$ cat src/rtl/simt_stack_ctrl_if.sv
// Request/stack/response signal bundle for one SIMT reconvergence sequencer.
interface simt_stack_ctrl_if #(
   parameter int ADDR_WIDTH = 2,
   parameter int NUM_THREAD = 8
);
   logic                  flush_i;
   logic                  req_valid_i;
   logic                  req_ready_o;
   logic                  req_type_i;
   logic [31:0]           req_pc_i;
   logic [31:0]           req_jump_pc_i;
   logic [31:0]           req_else_pc_i;
   logic [31:0]           req_recon_pc_i;
   logic [NUM_THREAD-1:0] req_taken_mask_i;
   logic [NUM_THREAD-1:0] req_active_mask_i;
   logic                  stk_push_o;
   logic                  stk_pop_o;
   logic [31:0]           stk_recon_pc_o;
   logic [31:0]           stk_jump_pc_o;
   logic [NUM_THREAD-1:0] stk_new_mask_o;
   logic [NUM_THREAD-1:0] stk_thread_mask_o;
   logic [31:0]           stk_pc_execute_o;
   logic                  stk_jump_i;
   logic [31:0]           stk_new_pc_i;
   logic [NUM_THREAD-1:0] stk_new_mask_i;
   logic                  stk_empty_i;
   logic                  rsp_valid_o;
   logic                  rsp_ready_i;
   logic                  rsp_redirect_o;
   logic [31:0]           rsp_pc_o;
   logic [NUM_THREAD-1:0] rsp_mask_o;
   logic [ADDR_WIDTH:0]   occupancy_o;
   logic                  err_overflow_o;
   logic                  err_underflow_o;

   modport slave (
      input  flush_i, req_valid_i, req_type_i, req_pc_i, req_jump_pc_i, req_else_pc_i,
             req_recon_pc_i, req_taken_mask_i, req_active_mask_i,
             stk_jump_i, stk_new_pc_i, stk_new_mask_i, stk_empty_i, rsp_ready_i,
      output req_ready_o, stk_push_o, stk_pop_o, stk_recon_pc_o, stk_jump_pc_o,
             stk_new_mask_o, stk_thread_mask_o, stk_pc_execute_o,
             rsp_valid_o, rsp_redirect_o, rsp_pc_o, rsp_mask_o,
             occupancy_o, err_overflow_o, err_underflow_o
   );

   modport master (
      output flush_i, req_valid_i, req_type_i, req_pc_i, req_jump_pc_i, req_else_pc_i,
             req_recon_pc_i, req_taken_mask_i, req_active_mask_i,
             stk_jump_i, stk_new_pc_i, stk_new_mask_i, stk_empty_i, rsp_ready_i,
      input  req_ready_o, stk_push_o, stk_pop_o, stk_recon_pc_o, stk_jump_pc_o,
             stk_new_mask_o, stk_thread_mask_o, stk_pc_execute_o,
             rsp_valid_o, rsp_redirect_o, rsp_pc_o, rsp_mask_o,
             occupancy_o, err_overflow_o, err_underflow_o
   );
endinterface

$ cat src/rtl/simt_stack_ctrl.sv
// Per-warp branch/join sequencer: classifies branches, strobes the
// reconvergence stack, and returns a PC/mask redirect to the scheduler.
module simt_stack_ctrl #(
   parameter int ADDR_WIDTH = 2,
   parameter int NUM_THREAD = 8
) (
   input  logic               clk,
   input  logic               rst,
   simt_stack_ctrl_if.slave   bus
);
   localparam int DEPTH = 2**ADDR_WIDTH;
   // A divergent push consumes two entries (reconvergence + deferred path).
   localparam logic [ADDR_WIDTH:0] OCC_PUSH_MAX = (ADDR_WIDTH+1)'(DEPTH-2);

   typedef enum logic [1:0] {S_IDLE, S_EXEC, S_RESP} state_t;

   state_t                r_state, w_state_nxt;
   logic                  r_type;
   logic [31:0]           r_pc, r_jump_pc, r_else_pc, r_recon_pc;
   logic [NUM_THREAD-1:0] r_taken, r_active;
   logic [ADDR_WIDTH:0]   r_occ, w_occ_nxt;
   logic                  r_ovf, r_unf;
   logic                  r_rsp_redirect;
   logic [31:0]           r_rsp_pc;
   logic [NUM_THREAD-1:0] r_rsp_mask;

   logic                  w_ready, w_push, w_pop, w_redirect, w_set_ovf, w_set_unf;
   logic [31:0]           w_pc;
   logic [NUM_THREAD-1:0] w_mask, w_t, w_e;

   assign w_t     = r_taken & r_active;
   assign w_e     = ~r_taken & r_active;
   assign w_ready = (r_state == S_IDLE) && !rst;

   // State register.
   always_ff @(posedge clk) begin
      if (rst) r_state <= S_IDLE;
      else     r_state <= w_state_nxt;
   end

   // Next state, branch classification, stack strobes and occupancy update.
   always_comb begin
      w_state_nxt = r_state;
      w_push      = 1'b0;
      w_pop       = 1'b0;
      w_redirect  = 1'b0;
      w_pc        = '0;
      w_mask      = '0;
      w_occ_nxt   = r_occ;
      w_set_ovf   = 1'b0;
      w_set_unf   = 1'b0;
      case (r_state)
         S_IDLE: if (bus.req_valid_i) w_state_nxt = S_EXEC;
         S_EXEC: begin
            w_state_nxt = S_RESP;
            if (!r_type) begin
               w_redirect = 1'b1;
               if (w_t == '0) begin
                  w_pc   = r_else_pc;
                  w_mask = r_active;
               end else if (w_t == r_active) begin
                  w_pc   = r_jump_pc;
                  w_mask = r_active;
               end else if (r_occ <= OCC_PUSH_MAX) begin
                  w_push    = 1'b1;
                  w_occ_nxt = r_occ + (ADDR_WIDTH+1)'(2);
                  w_pc      = r_jump_pc;
                  w_mask    = w_t;
               end else begin
                  // No room: run the whole warp down the taken path.
                  w_set_ovf = 1'b1;
                  w_pc      = r_jump_pc;
                  w_mask    = r_active;
               end
            end else begin
               w_pop = 1'b1;
               if (bus.stk_jump_i) begin
                  w_redirect = 1'b1;
                  w_pc       = bus.stk_new_pc_i;
                  w_mask     = bus.stk_new_mask_i;
               end
               if (bus.stk_empty_i)
                  w_set_unf = 1'b1;
               else if (bus.stk_jump_i && r_occ != '0)
                  w_occ_nxt = r_occ - (ADDR_WIDTH+1)'(1);
            end
         end
         S_RESP: if (bus.rsp_ready_i) w_state_nxt = S_IDLE;
         default: w_state_nxt = S_IDLE;
      endcase
      // Flush abandons the request without touching stack bookkeeping.
      if (bus.flush_i || rst) begin
         w_state_nxt = S_IDLE;
         w_push      = 1'b0;
         w_pop       = 1'b0;
         w_occ_nxt   = r_occ;
         w_set_ovf   = 1'b0;
         w_set_unf   = 1'b0;
      end
   end

   // Request capture, occupancy/error tracking and response registers.
   always_ff @(posedge clk) begin
      if (rst) begin
         r_type         <= 1'b0;
         r_pc           <= '0;
         r_jump_pc      <= '0;
         r_else_pc      <= '0;
         r_recon_pc     <= '0;
         r_taken        <= '0;
         r_active       <= '0;
         r_occ          <= '0;
         r_ovf          <= 1'b0;
         r_unf          <= 1'b0;
         r_rsp_redirect <= 1'b0;
         r_rsp_pc       <= '0;
         r_rsp_mask     <= '0;
      end else begin
         if (w_ready && bus.req_valid_i && !bus.flush_i) begin
            r_type     <= bus.req_type_i;
            r_pc       <= bus.req_pc_i;
            r_jump_pc  <= bus.req_jump_pc_i;
            r_else_pc  <= bus.req_else_pc_i;
            r_recon_pc <= bus.req_recon_pc_i;
            r_taken    <= bus.req_taken_mask_i;
            r_active   <= bus.req_active_mask_i;
         end
         r_occ <= w_occ_nxt;
         if (w_set_ovf) r_ovf <= 1'b1;
         if (w_set_unf) r_unf <= 1'b1;
         if (r_state == S_EXEC && !bus.flush_i) begin
            r_rsp_redirect <= w_redirect;
            r_rsp_pc       <= w_pc;
            r_rsp_mask     <= w_mask;
         end
      end
   end

   assign bus.req_ready_o       = w_ready;
   assign bus.stk_push_o        = w_push;
   assign bus.stk_pop_o         = w_pop;
   assign bus.stk_recon_pc_o    = w_push ? r_recon_pc : '0;
   assign bus.stk_jump_pc_o     = w_push ? r_else_pc  : '0;
   assign bus.stk_new_mask_o    = w_push ? w_e        : '0;
   assign bus.stk_thread_mask_o = w_push ? r_active   : '0;
   assign bus.stk_pc_execute_o  = w_pop  ? r_pc       : '0;
   assign bus.rsp_valid_o       = (r_state == S_RESP) && !rst;
   assign bus.rsp_redirect_o    = r_rsp_redirect;
   assign bus.rsp_pc_o          = r_rsp_pc;
   assign bus.rsp_mask_o        = r_rsp_mask;
   assign bus.occupancy_o       = r_occ;
   assign bus.err_overflow_o    = r_ovf;
   assign bus.err_underflow_o   = r_unf;
endmodule

$ cat src/flat_wrapper.sv
// flat-port wrapper written by rule: the top's interface ports become plain ports
module simt_stack_ctrl_flat 
#(
   parameter int ADDR_WIDTH = 2,
   parameter int NUM_THREAD = 8
)
  (clk, rst, bus_flush_i, bus_req_valid_i, bus_req_type_i, bus_req_pc_i, bus_req_jump_pc_i, bus_req_else_pc_i, bus_req_recon_pc_i, bus_req_taken_mask_i, bus_req_active_mask_i, bus_stk_jump_i, bus_stk_new_pc_i, bus_stk_new_mask_i, bus_stk_empty_i, bus_rsp_ready_i, bus_req_ready_o, bus_stk_push_o, bus_stk_pop_o, bus_stk_recon_pc_o, bus_stk_jump_pc_o, bus_stk_new_mask_o, bus_stk_thread_mask_o, bus_stk_pc_execute_o, bus_rsp_valid_o, bus_rsp_redirect_o, bus_rsp_pc_o, bus_rsp_mask_o, bus_occupancy_o, bus_err_overflow_o, bus_err_underflow_o);
  simt_stack_ctrl_if #(.ADDR_WIDTH(ADDR_WIDTH), .NUM_THREAD(NUM_THREAD)) bus_i ();
  input  logic clk;
  input  logic rst;
  input wire logic [$bits(bus_i.flush_i)-1:0] bus_flush_i;
  input wire logic [$bits(bus_i.req_valid_i)-1:0] bus_req_valid_i;
  input wire logic [$bits(bus_i.req_type_i)-1:0] bus_req_type_i;
  input wire logic [$bits(bus_i.req_pc_i)-1:0] bus_req_pc_i;
  input wire logic [$bits(bus_i.req_jump_pc_i)-1:0] bus_req_jump_pc_i;
  input wire logic [$bits(bus_i.req_else_pc_i)-1:0] bus_req_else_pc_i;
  input wire logic [$bits(bus_i.req_recon_pc_i)-1:0] bus_req_recon_pc_i;
  input wire logic [$bits(bus_i.req_taken_mask_i)-1:0] bus_req_taken_mask_i;
  input wire logic [$bits(bus_i.req_active_mask_i)-1:0] bus_req_active_mask_i;
  input wire logic [$bits(bus_i.stk_jump_i)-1:0] bus_stk_jump_i;
  input wire logic [$bits(bus_i.stk_new_pc_i)-1:0] bus_stk_new_pc_i;
  input wire logic [$bits(bus_i.stk_new_mask_i)-1:0] bus_stk_new_mask_i;
  input wire logic [$bits(bus_i.stk_empty_i)-1:0] bus_stk_empty_i;
  input wire logic [$bits(bus_i.rsp_ready_i)-1:0] bus_rsp_ready_i;
  output wire logic [$bits(bus_i.req_ready_o)-1:0] bus_req_ready_o;
  output wire logic [$bits(bus_i.stk_push_o)-1:0] bus_stk_push_o;
  output wire logic [$bits(bus_i.stk_pop_o)-1:0] bus_stk_pop_o;
  output wire logic [$bits(bus_i.stk_recon_pc_o)-1:0] bus_stk_recon_pc_o;
  output wire logic [$bits(bus_i.stk_jump_pc_o)-1:0] bus_stk_jump_pc_o;
  output wire logic [$bits(bus_i.stk_new_mask_o)-1:0] bus_stk_new_mask_o;
  output wire logic [$bits(bus_i.stk_thread_mask_o)-1:0] bus_stk_thread_mask_o;
  output wire logic [$bits(bus_i.stk_pc_execute_o)-1:0] bus_stk_pc_execute_o;
  output wire logic [$bits(bus_i.rsp_valid_o)-1:0] bus_rsp_valid_o;
  output wire logic [$bits(bus_i.rsp_redirect_o)-1:0] bus_rsp_redirect_o;
  output wire logic [$bits(bus_i.rsp_pc_o)-1:0] bus_rsp_pc_o;
  output wire logic [$bits(bus_i.rsp_mask_o)-1:0] bus_rsp_mask_o;
  output wire logic [$bits(bus_i.occupancy_o)-1:0] bus_occupancy_o;
  output wire logic [$bits(bus_i.err_overflow_o)-1:0] bus_err_overflow_o;
  output wire logic [$bits(bus_i.err_underflow_o)-1:0] bus_err_underflow_o;
  assign bus_i.flush_i = bus_flush_i;
  assign bus_i.req_valid_i = bus_req_valid_i;
  assign bus_i.req_type_i = bus_req_type_i;
  assign bus_i.req_pc_i = bus_req_pc_i;
  assign bus_i.req_jump_pc_i = bus_req_jump_pc_i;
  assign bus_i.req_else_pc_i = bus_req_else_pc_i;
  assign bus_i.req_recon_pc_i = bus_req_recon_pc_i;
  assign bus_i.req_taken_mask_i = bus_req_taken_mask_i;
  assign bus_i.req_active_mask_i = bus_req_active_mask_i;
  assign bus_i.stk_jump_i = bus_stk_jump_i;
  assign bus_i.stk_new_pc_i = bus_stk_new_pc_i;
  assign bus_i.stk_new_mask_i = bus_stk_new_mask_i;
  assign bus_i.stk_empty_i = bus_stk_empty_i;
  assign bus_i.rsp_ready_i = bus_rsp_ready_i;
  assign bus_req_ready_o = bus_i.req_ready_o;
  assign bus_stk_push_o = bus_i.stk_push_o;
  assign bus_stk_pop_o = bus_i.stk_pop_o;
  assign bus_stk_recon_pc_o = bus_i.stk_recon_pc_o;
  assign bus_stk_jump_pc_o = bus_i.stk_jump_pc_o;
  assign bus_stk_new_mask_o = bus_i.stk_new_mask_o;
  assign bus_stk_thread_mask_o = bus_i.stk_thread_mask_o;
  assign bus_stk_pc_execute_o = bus_i.stk_pc_execute_o;
  assign bus_rsp_valid_o = bus_i.rsp_valid_o;
  assign bus_rsp_redirect_o = bus_i.rsp_redirect_o;
  assign bus_rsp_pc_o = bus_i.rsp_pc_o;
  assign bus_rsp_mask_o = bus_i.rsp_mask_o;
  assign bus_occupancy_o = bus_i.occupancy_o;
  assign bus_err_overflow_o = bus_i.err_overflow_o;
  assign bus_err_underflow_o = bus_i.err_underflow_o;
  simt_stack_ctrl #(.ADDR_WIDTH(ADDR_WIDTH), .NUM_THREAD(NUM_THREAD)) u_core (.clk(clk), .rst(rst), .bus(bus_i));
endmodule
$ cat config.mk
export PLATFORM = sky130hd
export DESIGN_NAME = simt_stack_ctrl_flat
export DESIGN_NICKNAME = d
export VERILOG_FILES = /design/src/rtl/simt_stack_ctrl_if.sv /design/src/rtl/simt_stack_ctrl.sv /design/src/flat_wrapper.sv
export SDC_FILE = /design/constraint.sdc
export NUM_CORES = 1
export LEC_CHECK = 0
export ABC_AREA = 0
export BUFFER_PORTS_ARGS = -buffer_cell sky130_fd_sc_hd__buf_2
export CAP_MARGIN = 40
export CORE_ASPECT_RATIO = 0.5
export CORE_UTILIZATION = 38
export CTS_CLUSTER_SIZE = 14
export DETAILED_ROUTE_END_ITERATION = 10
export GPL_TIMING_DRIVEN = 0
export PLACE_DENSITY = 0.63
export SLEW_MARGIN = 10
export SYNTH_ARGS = -nofsm -noshare
export SYNTH_HDL_FRONTEND = slang
export SYNTH_SLANG_ARGS = --single-unit
$ cat constraint.sdc
create_clock -name clk -period 2.6 [get_ports clk]
set_input_delay 0 -clock clk [delete_from_list [all_inputs] [get_ports clk]]
set_output_delay 0 -clock clk [all_outputs]
set_load 0.02 [all_outputs]
# Yosys cells after proc, flatten, opt, wreduce, memory -nomap -nowiden
# Cells that the tools add are included.
[totals] output_inout_bits=162 ff_bits=193 in_bits=192 elab_cells=92
[op_classes] n_addsub=2 mux=46 n_eq_ne=9 n_reduce_logical=16 order_cmp=1 bitwise=4
[op_table] operator="$mux W32" n=7
[op_table] operator="$mux W8" n=8
[op_table] operator="$mux W1" n=22
[op_table] operator="$mux W3" n=6
[op_table] operator="$and A8 B8 Y8" n=2
[op_table] operator="$eq A8 B8 Y1" n=1
[op_table] operator="$logic_not A8 Y1" n=1
[op_table] operator="$ne A2 B2 Y1 const B" n=4
[op_table] operator="$not A8 Y8" n=1
[op_table] operator="$reduce_and A7 Y1" n=1
[op_table] operator="$logic_and A1 B1 Y1" n=6
[op_table] operator="$pmux W2 S3" n=1
[op_table] operator="$mux W2" n=2
[op_table] operator="$ne A2 B1 Y1 const B" n=2
[op_table] operator="$add A3 B2 Y3 const B" n=1
[op_table] operator="$le A3 B2 Y1 const B" n=1
[op_table] operator="$reduce_bool A3 Y1" n=1
[op_table] operator="$sub A3 B1 Y3 const B" n=1
[op_table] operator="$eq A2 B1 Y1 const B" n=1
[op_table] operator="$eq A2 B2 Y1 const B" n=1
[op_table] operator="$logic_not A1 Y1" n=2
[op_table] operator="$logic_not A2 Y1" n=1
[op_table] operator="$reduce_and A2 Y1" n=1
[op_table] operator="$reduce_bool A2 Y1" n=1
[op_table] operator="other kinds (3)" n=3

# Longest topological paths before layout
# Gate-level depths: netlist of the first run.
[depth] ltp_word=8 ltp_mapped=8 mapped_depth_nobuf=8

# Least setup slack after synthesis of the first run
# OpenSTA, ideal clock, no wires.
[synth_path] path_kind="register to output" from="register u_core.r_state[0]" to="output port bus_stk_new_mask_o[1]" stages_incl_launch_ff=8 t_arrival_ps=1949 required_time_ps=2600 path_buffers=2 path_slack_ps=651 path_cell_list="dfxtp_1 > or3b_1 > buf_2 > nor2_1 > and4_4 > buf_2 > and2_1 > nor2b_1"
[synth_between] elab_chain_cells=4
[synth_rtl] item="from (decl)" line="simt_stack_ctrl.sv:17" source="state_t r_state, w_state_nxt;"
[synth_rtl] item="from (signal assigned)" line="simt_stack_ctrl.sv:38" source="else r_state <= w_state_nxt;"
[synth_rtl] item="$eq A2 B1 Y1" line="simt_stack_ctrl.sv:52" source="case (r_state)"
[synth_rtl] item="$mux W1" line="simt_stack_ctrl.sv:52"
[synth_rtl] item="$mux W1" line="simt_stack_ctrl.sv:92" source="if (bus.flush_i || rst) begin"
[synth_rtl] item="$mux W8" line="simt_stack_ctrl.sv:144" source="assign bus.stk_new_mask_o = w_push ? w_e : '0;"
[synth_rtl] item="to (decl)" line="flat_wrapper.sv:30" source="output wire logic [$bits(bus_i.stk_new_mask_o)-1:0] bus_stk_new_mask_o;"
# Every way passes these cells.

# Worst setup path in the final report of the first run
[layout_path] from="register u_core.r_taken[0]" to="output port bus_stk_jump_pc_o[25]"
[layout_between] elab_chain_cells=8 word_cells_on_any_way=9 classes_between="eq/ne: 1; mux: 6; bitwise: 1; reduce/logical: 1"
[layout_rtl] item="from (decl)" line="simt_stack_ctrl.sv:20" source="logic [NUM_THREAD-1:0] r_taken, r_active;"
[layout_rtl] item="from (signal assigned)" line="simt_stack_ctrl.sv:125" source="r_taken <= bus.req_taken_mask_i;"
[layout_rtl] item="$and A8 B8 Y8 (*)" line="simt_stack_ctrl.sv:31" source="assign w_t = r_taken & r_active;"
[layout_rtl] item="$eq A8 B8 Y1" line="simt_stack_ctrl.sv:61" source="end else if (w_t == r_active) begin"
[layout_rtl] item="$mux W1" line="simt_stack_ctrl.sv:61"
[layout_rtl] item="$mux W1 (*)" line="simt_stack_ctrl.sv:58" source="if (w_t == '0) begin"
[layout_rtl] item="$mux W1 (*)" line="simt_stack_ctrl.sv:56" source="if (!r_type) begin"
[layout_rtl] item="$mux W1 (*)" line="simt_stack_ctrl.sv:52"
[layout_rtl] item="$mux W1 (*)" line="simt_stack_ctrl.sv:92"
[layout_rtl] item="$mux W32 (*)" line="simt_stack_ctrl.sv:143" source="assign bus.stk_jump_pc_o = w_push ? r_else_pc : '0;"
[layout_rtl] item="to (decl)" line="flat_wrapper.sv:29" source="output wire logic [$bits(bus_i.stk_jump_pc_o)-1:0] bus_stk_jump_pc_o;"
# Mark *: on every way between the ends. The rest lies on a longest branch, timed or not.

==> results of run 1 <==
-- repair_timing --
item | in CTS | in global routing
pin swaps | 0 | 1
setup endpoints to repair | 62 | 88
buffers inserted | 0 | 2
hold buffers | 190 | 0
endpoints found under the hold margin | 190 | 0
resized for setup | 6 | 11
-- worst max-delay path, delay by kind of cell, from the launching register on --
family          cells  cell delay, ns
simple gates        3            1.01
buf+inv             3            0.50
flops               1            0.42
compound gates      1            0.16
-- through the flow --
stage                     power, mW  setup slack (ns)  setup TNS, ns
after CTS                      6.54            0.0131              0
after global placement         3.73             0.310              0
final                          6.51            0.0509              0
after global routing           6.74          -0.00416       -0.00606
after floorplan                3.45             0.651              0
after detailed placement       3.74             0.278              0
-- final cells by class --
class / instances / share of cell area
Inverter: 16 / 0.00461
Clock buffer: 25 / 0.0381
Sequential cell: 193 / 0.297
Tap cell: 292 / 0.0281
Clock inverter: 7 / 0.00586
Multi-Input combinational cell: 803 / 0.315
Buffer: 87 / 0.0286
Timing Repair Buffer: 544 / 0.283
-- logic make-up (layout without fill, tap and decap cells) --
group,count (synthesis),count (layout),share of synthesized area
AOI/OAI and AO/OA,256,256,0.171
xor gates and xnor gates,1,1,0.00105
DFF,193,193,0.462
muxes,32,32,0.0431
and+or+nand+nor,510,510,0.269
buffers and inverters,103,679,0.0489
adders and majority gates,4,4,0.00598
-- registers in the layout (all words and copies together) (netlist names) --
signal,flops
u_core.bus.rsp_pc_o,32
u_core.r_else_pc,32
u_core.r_jump_pc,32
u_core.r_pc,32
u_core.r_recon_pc,32
u_core.bus.rsp_mask_o,8
u_core.r_active,8
u_core.r_taken,8
u_core.bus.occupancy_o,3
u_core.r_state,2
u_core.bus.err_overflow_o,1
u_core.bus.err_underflow_o,1
u_core.bus.rsp_redirect_o,1
u_core.r_type,1
-- routing by layer --
layer  routed length [um]  track usage  vias up
met4                 1160        0.141        0
met1                14000        0.355     4519
met3                 1750       0.0475       84
met2                15000        0.465      371
met5                    0            0        -
li1                     -            -     4730
-- final timing paths --
kind / startpoint / end / slack (ns) / cells after the start
min reg2reg: u_core.r_jump_pc[19] / u_core.r_jump_pc[19] / 0.45 / 2
min: bus_req_valid_i / u_core.r_else_pc[16] / 0.18 / 6
max: u_core.r_taken[0] / bus_stk_jump_pc_o[25] / 0.05 / 7
max reg2reg: u_core.r_state[1] / u_core.r_jump_pc[29] / 0.23 / 7
-- power groups by stage --
stage | clock, mW | sequential, mW | combinational, mW
3_5_place_dp | 0 | 3.18 | 0.569
4_1_cts | 2.64 | 3.11 | 0.795
5_1_grt | 2.75 | 3.12 | 0.874
6_report | 2.59 | 3.11 | 0.806
2_1_floorplan | 0 | 3.19 | 0.267
3_3_place_gp | 0 | 3.17 | 0.561
-- synth_stat cells (4+ instances only) --
cell,n
o22ai_1,4
nor2b_1,7
buf_2,13
a211oi_1,32
mux2_2,32
a21oi_1,188
and2_1,105
ha_1,4
nand2_1,341
dfxtp_1,193
buf_1,9
clkbuf_2,5
o211ai_1,16
inv_1,15
nor2_1,42
o21ai_0,11
clkbuf_1,60
==> impl_metrics.ini, run 1 <==
[outcome]
status = completed

[die]
initial_utilization = 0.397
die-area_um2 = 22700
die_w_um = 212
coreArea_um2 = 21100
die_h_um = 107
ios = 354
fp-row-count = 37

[layout]
layout_commonest_cell = buf_2
design_area_um2 = 13000
area_growth_pct = 55.5
final_cell_mix = 364 x buf_2, 341 x nand2_1, 193 x dfxtp_1
multi_input_area_um2 = 4100
fin_nets = 1858
fin_util = 0.618
drive_gt1_frac = 0.262
antennaDiodeCount = 0
nFillCells = 1855
finalNonFillerCells = 1967
seq_area_um2 = 3860

[detailed_routing]
route.antenna.remaining_nets = 0
drcViolationCount = 0
wl_per_cell_um = 16.2
viasPerCell = 4.93
drt-initial-drc-count = 697
routed_wl_um = 31900
vias = 9704
dr.pass1.iters = 5

[placement]
io_buffers = 352
numPlacedInstances = 1743
place_area_um2 = 10500
dp_hpwl_um = 22400
routabilityCongestion = 0.864

[synth]
synth_edf_count = 0
netlist_instances = 1099
synth_cell_types = 36
avgSynthCellArea_um2 = 7.61
postSynth.asyncResetShare = 0
synth_top_flop_cell = dfxtp_1
synth_fp_nets = 1295
ys_warn_count = 0
ys_top_cells_by_area = dfxtp_1 46%, nand2_1 15%, a21oi_1 11%
synth_top_area_share = 0.462
synth_seq_cells = 193
yosysSeqAreaShare = 0.462
syn_area_um2 = 8370
yosysTopAreaCell = dfxtp_1

[grt]
grtUsageTotal = 0.281
grt_pass1_vias = 9511
grt_max_degree = 17
grt_first_pass_wirelength_um = 49300
grt-ovfl-total = 0
antenna_found_initial = 0

[clock_network]
cts_tree = done
clk_latency_ns = 0.45
numClockSinks = 193
path_clk_slew_ns = 0.07
htree_num_levels = 4
root_buffer = clkbuf_16
clock_path_buffers = 2
numCtsBuffers = 17

[sta]
setup_viol = 0
hold_violations = 0
fin_skew_ns = 0.0121
drv_slew = 0
whs_ns = 0.184
max_freq_ghz = 0.392
period_minus_slack_ns = 2.55
worstMarginPinSlew_ns = 0.820
fin_crit_sh = 0.980
max-slew-margin-rel = 0.453

[critical_path]
crit_type = register to output pin
worst_setup_path_start_kind = register
crit_arrival_ns = 2.55
required_ns = 2.60
path_cells = o22ai_1 -> or4_4 -> and4_4 -> buf_6 -> buf_4 -> and2_1 -> buf_2
cpPeakStageDelay_ns = 0.60
worstPathMaxFanout = 10
endpoint_kind = output pin
cpMaxStageDelayCell = or4_4

[pwr]
intPower_mw = 4.89
power.switching_mw = 1.62
pwr-share-comb = 0.124
powerDensity_nw_per_um2 = 500
p_leak_nw = 5.67
swShare = 0.248
clkPwrFrac = 0.398
pwr-share-seq = 0.478
peakVddDrop_v = 0.000368

[job]
max_cap_violations = 0

[hold_path]
hold_path.class = primary input to register
Note: power is estimated with default switching activity, not from simulation.
==> run 2, diff against run 1 <==
- SETUP_SLACK_MARGIN: not set -> 0.4
==> run 2 against run 1 <==
Sequential power barely moved. Core utilization rose by 5.5 points. Register-to-register slack improved by 0.13 ns. Worst setup slack improved by 0.22 ns. Clock power barely moved. Sequential share of layout area fell by 2.2 points. Wire length rose by 8.5%. Combinational power rose by 3.6%. Critical path type unchanged. Largest power group unchanged. Highest routed layer unchanged.
==> impl_metrics.ini, run 2 (same netlist as run 1, synthesis figures left out) <==
[layout]
design_area_um2 = 14200
final_cell_mix = 341 x nand2_1, 283 x buf_2, 190 x dlygate4sd3_1
nFillCells = 1647
drive_gt1_frac = 0.336
multi_input_area_um2 = 4360
seq_area_um2 = 3910
antennaDiodeCount = 0
area_growth_pct = 69.5
fin_nets = 1882
layout_commonest_cell = nand2_1
finalNonFillerCells = 1991

[sta]
fin_crit_sh = 0.896
whs_ns = 0.0970
period_minus_slack_ns = 2.33
fin_ws_ns = 0.272
drv_slew = 0
max_freq_ghz = 0.429
timing.setup.tns_ns = 0
rsz0062_at_grt = true
fin_skew_ns = 0.0137
setup_viol = 0
worstMarginPinSlew_ns = 0.672
hold_violations = 0
max-slew-margin-rel = 0.552

[pwr]
power.switching_mw = 1.64
pwr-share-seq = 0.476
p_leak_nw = 6.03
powerDensity_nw_per_um2 = 461
swShare = 0.250
peakVddDrop_v = 0.000369
intPower_mw = 4.90
pwr-share-comb = 0.128
clkPwrFrac = 0.397

[clock_network]
numCtsBuffers = 17
cts_tree = done
path_clk_slew_ns = 0.07
clk_latency_ns = 0.45
root_buffer = clkbuf_16
htree_num_levels = 4
numClockSinks = 193
clock_path_buffers = 2

[grt]
grt-ovfl-total = 0
antenna_found_initial = 0
grtUsageTotal = 0.302
grt_max_degree = 17
grt_first_pass_wirelength_um = 52800
grt_pass1_vias = 10000

[hold_path]
hp-start = bus_flush_i
hold_path.class = primary input to register

[detailed_routing]
route.antenna.remaining_nets = 0
vias = 10000
drt-initial-drc-count = 756
viasPerCell = 5.03
routed_wl_um = 34600
drcViolationCount = 0
wl_per_cell_um = 17.4
dr.pass1.iters = 5

[die]
die_w_um = 212
initial_utilization = 0.397
fp-row-count = 37
die_h_um = 107
die-area_um2 = 22700
coreArea_um2 = 21100
ios = 354

[critical_path]
cpMaxStageDelayCell = or4_4
critPathBufInv = 4
cpPeakStageDelay_ns = 0.55
path_delay_family = simple AND/OR/NAND/NOR gates
required_ns = 2.60
timing.rr.start = u_core.r_active[4]
path_cells = inv_2 -> o22ai_2 -> or4_4 -> and4_4 -> buf_12 -> clkbuf_16 -> and2_4 -> buf_6
crit_arrival_ns = 2.33
worstPathMaxFanout = 8
endpoint_kind = output pin
startpoint = u_core.r_active[0]
crit_type = register to output pin
worst-r2r-setup-slack_ns = 0.36
worst_setup_path_start_kind = register

[placement]
io_buffers = 352
place_area_um2 = 10500
dp_hpwl_um = 22400
dp_slack_ns = 0.278
routabilityCongestion = 0.864
numPlacedInstances = 1743

[job]
max_cap_violations = 0

[outcome]
status = completed
[run 2: final timing paths]
check,endpoint,cells past startpoint
setup / recovery,bus_stk_jump_pc_o[25],8
hold / removal,u_core.bus.rsp_redirect_o,4
setup reg to reg,u_core.bus.rsp_pc_o[6],8
hold reg to reg,u_core.r_pc[31],2
[run 2: metal layers]
metal | share of wire | track usage | vias to the layer above
li1 | - | - | 4785
met1 | 0.42 | 0.377 | 4682
met2 | 0.48 | 0.512 | 435
met3 | 0.057 | 0.0504 | 105
met4 | 0.036 | 0.139 | 0
met5 | 0 | 0 | -
[run 2: power by group through the flow]
stage	registers [mW]	logic [mW]	clock network [mW]
floorplan	3.19	0.267	0
global placement	3.17	0.561	0
detailed placement	3.18	0.569	0
CTS	3.11	0.809	2.64
global route	3.12	0.901	2.76
finish	3.11	0.835	2.60
[run 2: tightest hold or removal path, delay by kind of cell]
family | cells | cell delay (ns)
compound gates | 2 | 0.29
simple gates | 1 | 0.08
buf+inv | 1 | 0.12
[run 2: what timing repair did]
| action | CTS | global route |
|---|---|---|
| pin swaps | 44 | 15 |
| cloned | 6 | 1 |
| hold buffers | 190 | 0 |
| endpoints found under the setup margin | 167 | 131 |
| buffers inserted | 15 | 4 |
| gates resized for setup | 278 | 48 |
| endpoints found under the hold margin | 190 | 0 |
[run 2: area by class of cell]
type	count	share of cell area
repair buffers	568	0.312
inverters	16	0.00432
clock buffers	25	0.0349
plain buffers	87	0.0351
well taps	292	0.0258
multi-input cells	803	0.307
flip-flops and latches	193	0.275
clock inverters	7	0.00538
[run 2: metrics by stage]
step	utilization	power (mW)
after global placement	0.498	3.73
final	0.673	6.54
after detailed placement	0.498	3.74
after floorplan	-	3.45
after global routing	0.673	6.78
after CTS	0.666	6.55
==> run 3, diff against run 2 <==
- CORE_ASPECT_RATIO: 0.5 -> 0.75
==> run 3 against run 2 <==
Combinational power is essentially flat. Cell count fell by 0.45%. Critical path type unchanged. Largest power group unchanged. Clock skew down 0.0019 ns. Via count decreased by 0.51%. Critical path depth fell by 1. Global-route usage down 1.6 points. Wire length shrank 0.55%. Power is 0.59% lower.
==> impl_metrics.ini, run 3 (same netlist as run 1, synthesis figures left out) <==
[die]
fp-row-count = 46
die-area_um2 = 22600
coreArea_um2 = 21400
die_h_um = 131
die_w_um = 173
initial_utilization = 0.392
ios = 354

[critical_path]
endpoint_kind = output pin
crit_type = register to output pin
path_cells = o22ai_2 -> or4_4 -> and4_4 -> clkbuf_16 -> buf_12 -> and2_4 -> buf_4
path_delay_family = simple AND/OR/NAND/NOR gates
critPathBufInv = 3
crit_arrival_ns = 2.30
worst_setup_path_start_kind = register
worstPathMaxFanout = 10
cpPeakStageDelay_ns = 0.55
required_ns = 2.60
cpMaxStageDelayCell = or4_4
worst-r2r-setup-slack_ns = 0.47

[placement]
place_area_um2 = 10500
io_buffers = 352
dp_slack_ns = 0.218
routabilityCongestion = 0.884
dp_hpwl_um = 23200

[outcome]
status = completed

[layout]
multi_input_area_um2 = 4320
fin_nets = 1875
final_cell_mix = 341 x nand2_1, 269 x buf_2, 188 x dlygate4sd3_1
drive_gt1_frac = 0.329
layout_commonest_cell = nand2_1
nFillCells = 1781
design_area_um2 = 14100
seq_area_um2 = 3900
area_growth_pct = 68.2

[grt]
grt_first_pass_wirelength_um = 50300
antenna_found_initial = 2
grt_pass1_vias = 9426
grt_max_degree = 19
grtUsageTotal = 0.286
grt-ovfl-total = 0

[clock_network]
htree_num_levels = 4
cts_tree = done
numClockSinks = 193
numCtsBuffers = 17
path_clk_slew_ns = 0.08
root_buffer = clkbuf_16
clock_path_buffers = 2
clk_latency_ns = 0.44

[sta]
rsz0062_at_grt = true
whs_ns = 0.0180
max-slew-margin-rel = 0.500
fin_skew_ns = 0.0118
max_freq_ghz = 0.434
drv_slew = 0
setup_viol = 0
timing.setup.tns_ns = 0
period_minus_slack_ns = 2.30
hold_violations = 0
fin_ws_ns = 0.297
worstMarginPinSlew_ns = 0.750
fin_crit_sh = 0.886

[pwr]
peakVddDrop_v = 0.000383
powerDensity_nw_per_um2 = 462
finalPower_mw = 6.50
p_leak_nw = 5.98

[detailed_routing]
vias = 9956
met2_length_um = 15500
viasPerCell = 5.02
dr.pass1.iters = 6
drt-initial-drc-count = 738
route.antenna.remaining_nets = 0
routed_wl_um = 34400
wl_per_cell_um = 17.4
drt-met1-wl_um = 15000
topRoutingLayerUsed = met5
drcViolationCount = 0
met3_length_um = 2720

[job]
max_cap_violations = 0

[hold_path]
hold_path.class = primary input to register
[run 3: changes by cell type in the layout (fill, tap and decap cells not counted), sizes merged, moves of 2 or more]
cell | previous run | this run
diode | 0 | 2
clkbuf | 86 | 83
inv | 15 | 21
buf | 404 | 396
clkinv | 2 | 7
dlygate4sd3 | 190 | 188
clkinvlp | 5 | 1
[run 3: cell type report]
| cell class | instances | share of cell area |
|---|---|---|
| diodes | 2 | 0.000356 |
| plain buffers | 87 | 0.0354 |
| clock buffers | 19 | 0.0308 |
| clock inverters | 13 | 0.00862 |
| inverters | 16 | 0.00427 |
| multi-input cells | 803 | 0.307 |
| flip-flops and latches | 193 | 0.277 |
| well taps | 288 | 0.0256 |
| repair buffers | 561 | 0.311 |
[run 3: path summary, 6_finish.rpt]
path	endpoint	depth (start not counted)	startpoint
worst min-delay path	u_core.bus.occupancy_o[2]	3	rst
worst max register to register	u_core.bus.rsp_pc_o[12]	7	u_core.r_active[5]
worst min register to register	u_core.r_recon_pc[1]	2	u_core.r_recon_pc[1]
worst max-delay path	bus_stk_jump_pc_o[3]	7	u_core.r_taken[2]
[run 3: per-layer routing]
metal | global-route usage | vias up
li1 | - | 4779
met1 | 0.367 | 4634
met2 | 0.458 | 453
met3 | 0.0715 | 86
met4 | 0.129 | 4
met5 | 0 | -
[run 3: through the flow]
step,utilization,instances
4_1_cts,0.635,1976
6_report,0.659,1982
3_3_place_gp,0.491,1739
5_1_grt,0.659,1980
2_1_floorplan,-,1099
3_5_place_dp,0.491,1739
[run 3: repair_timing]
item	CTS	global route
setup buffers	14	1
gates cloned	3	3
hold buffers	188	0
resized for setup	162	160
hold endpoints to repair	188	0
endpoints found under the setup margin	194	140
pin swaps	22	8
[run 3: worst min-delay path: stages]
cell and delay [ns]:
buf_2 0.19, or4_1 0.14, o21ai_0 0.06
[run 3: where the power goes]
group	switching, mW	leakage (nW)	internal, mW
combinational	0.405	4.13	0.427
sequential	0.0625	1.58	3.05
clock	1.29	0.270	1.27
total	1.76	5.98	4.74
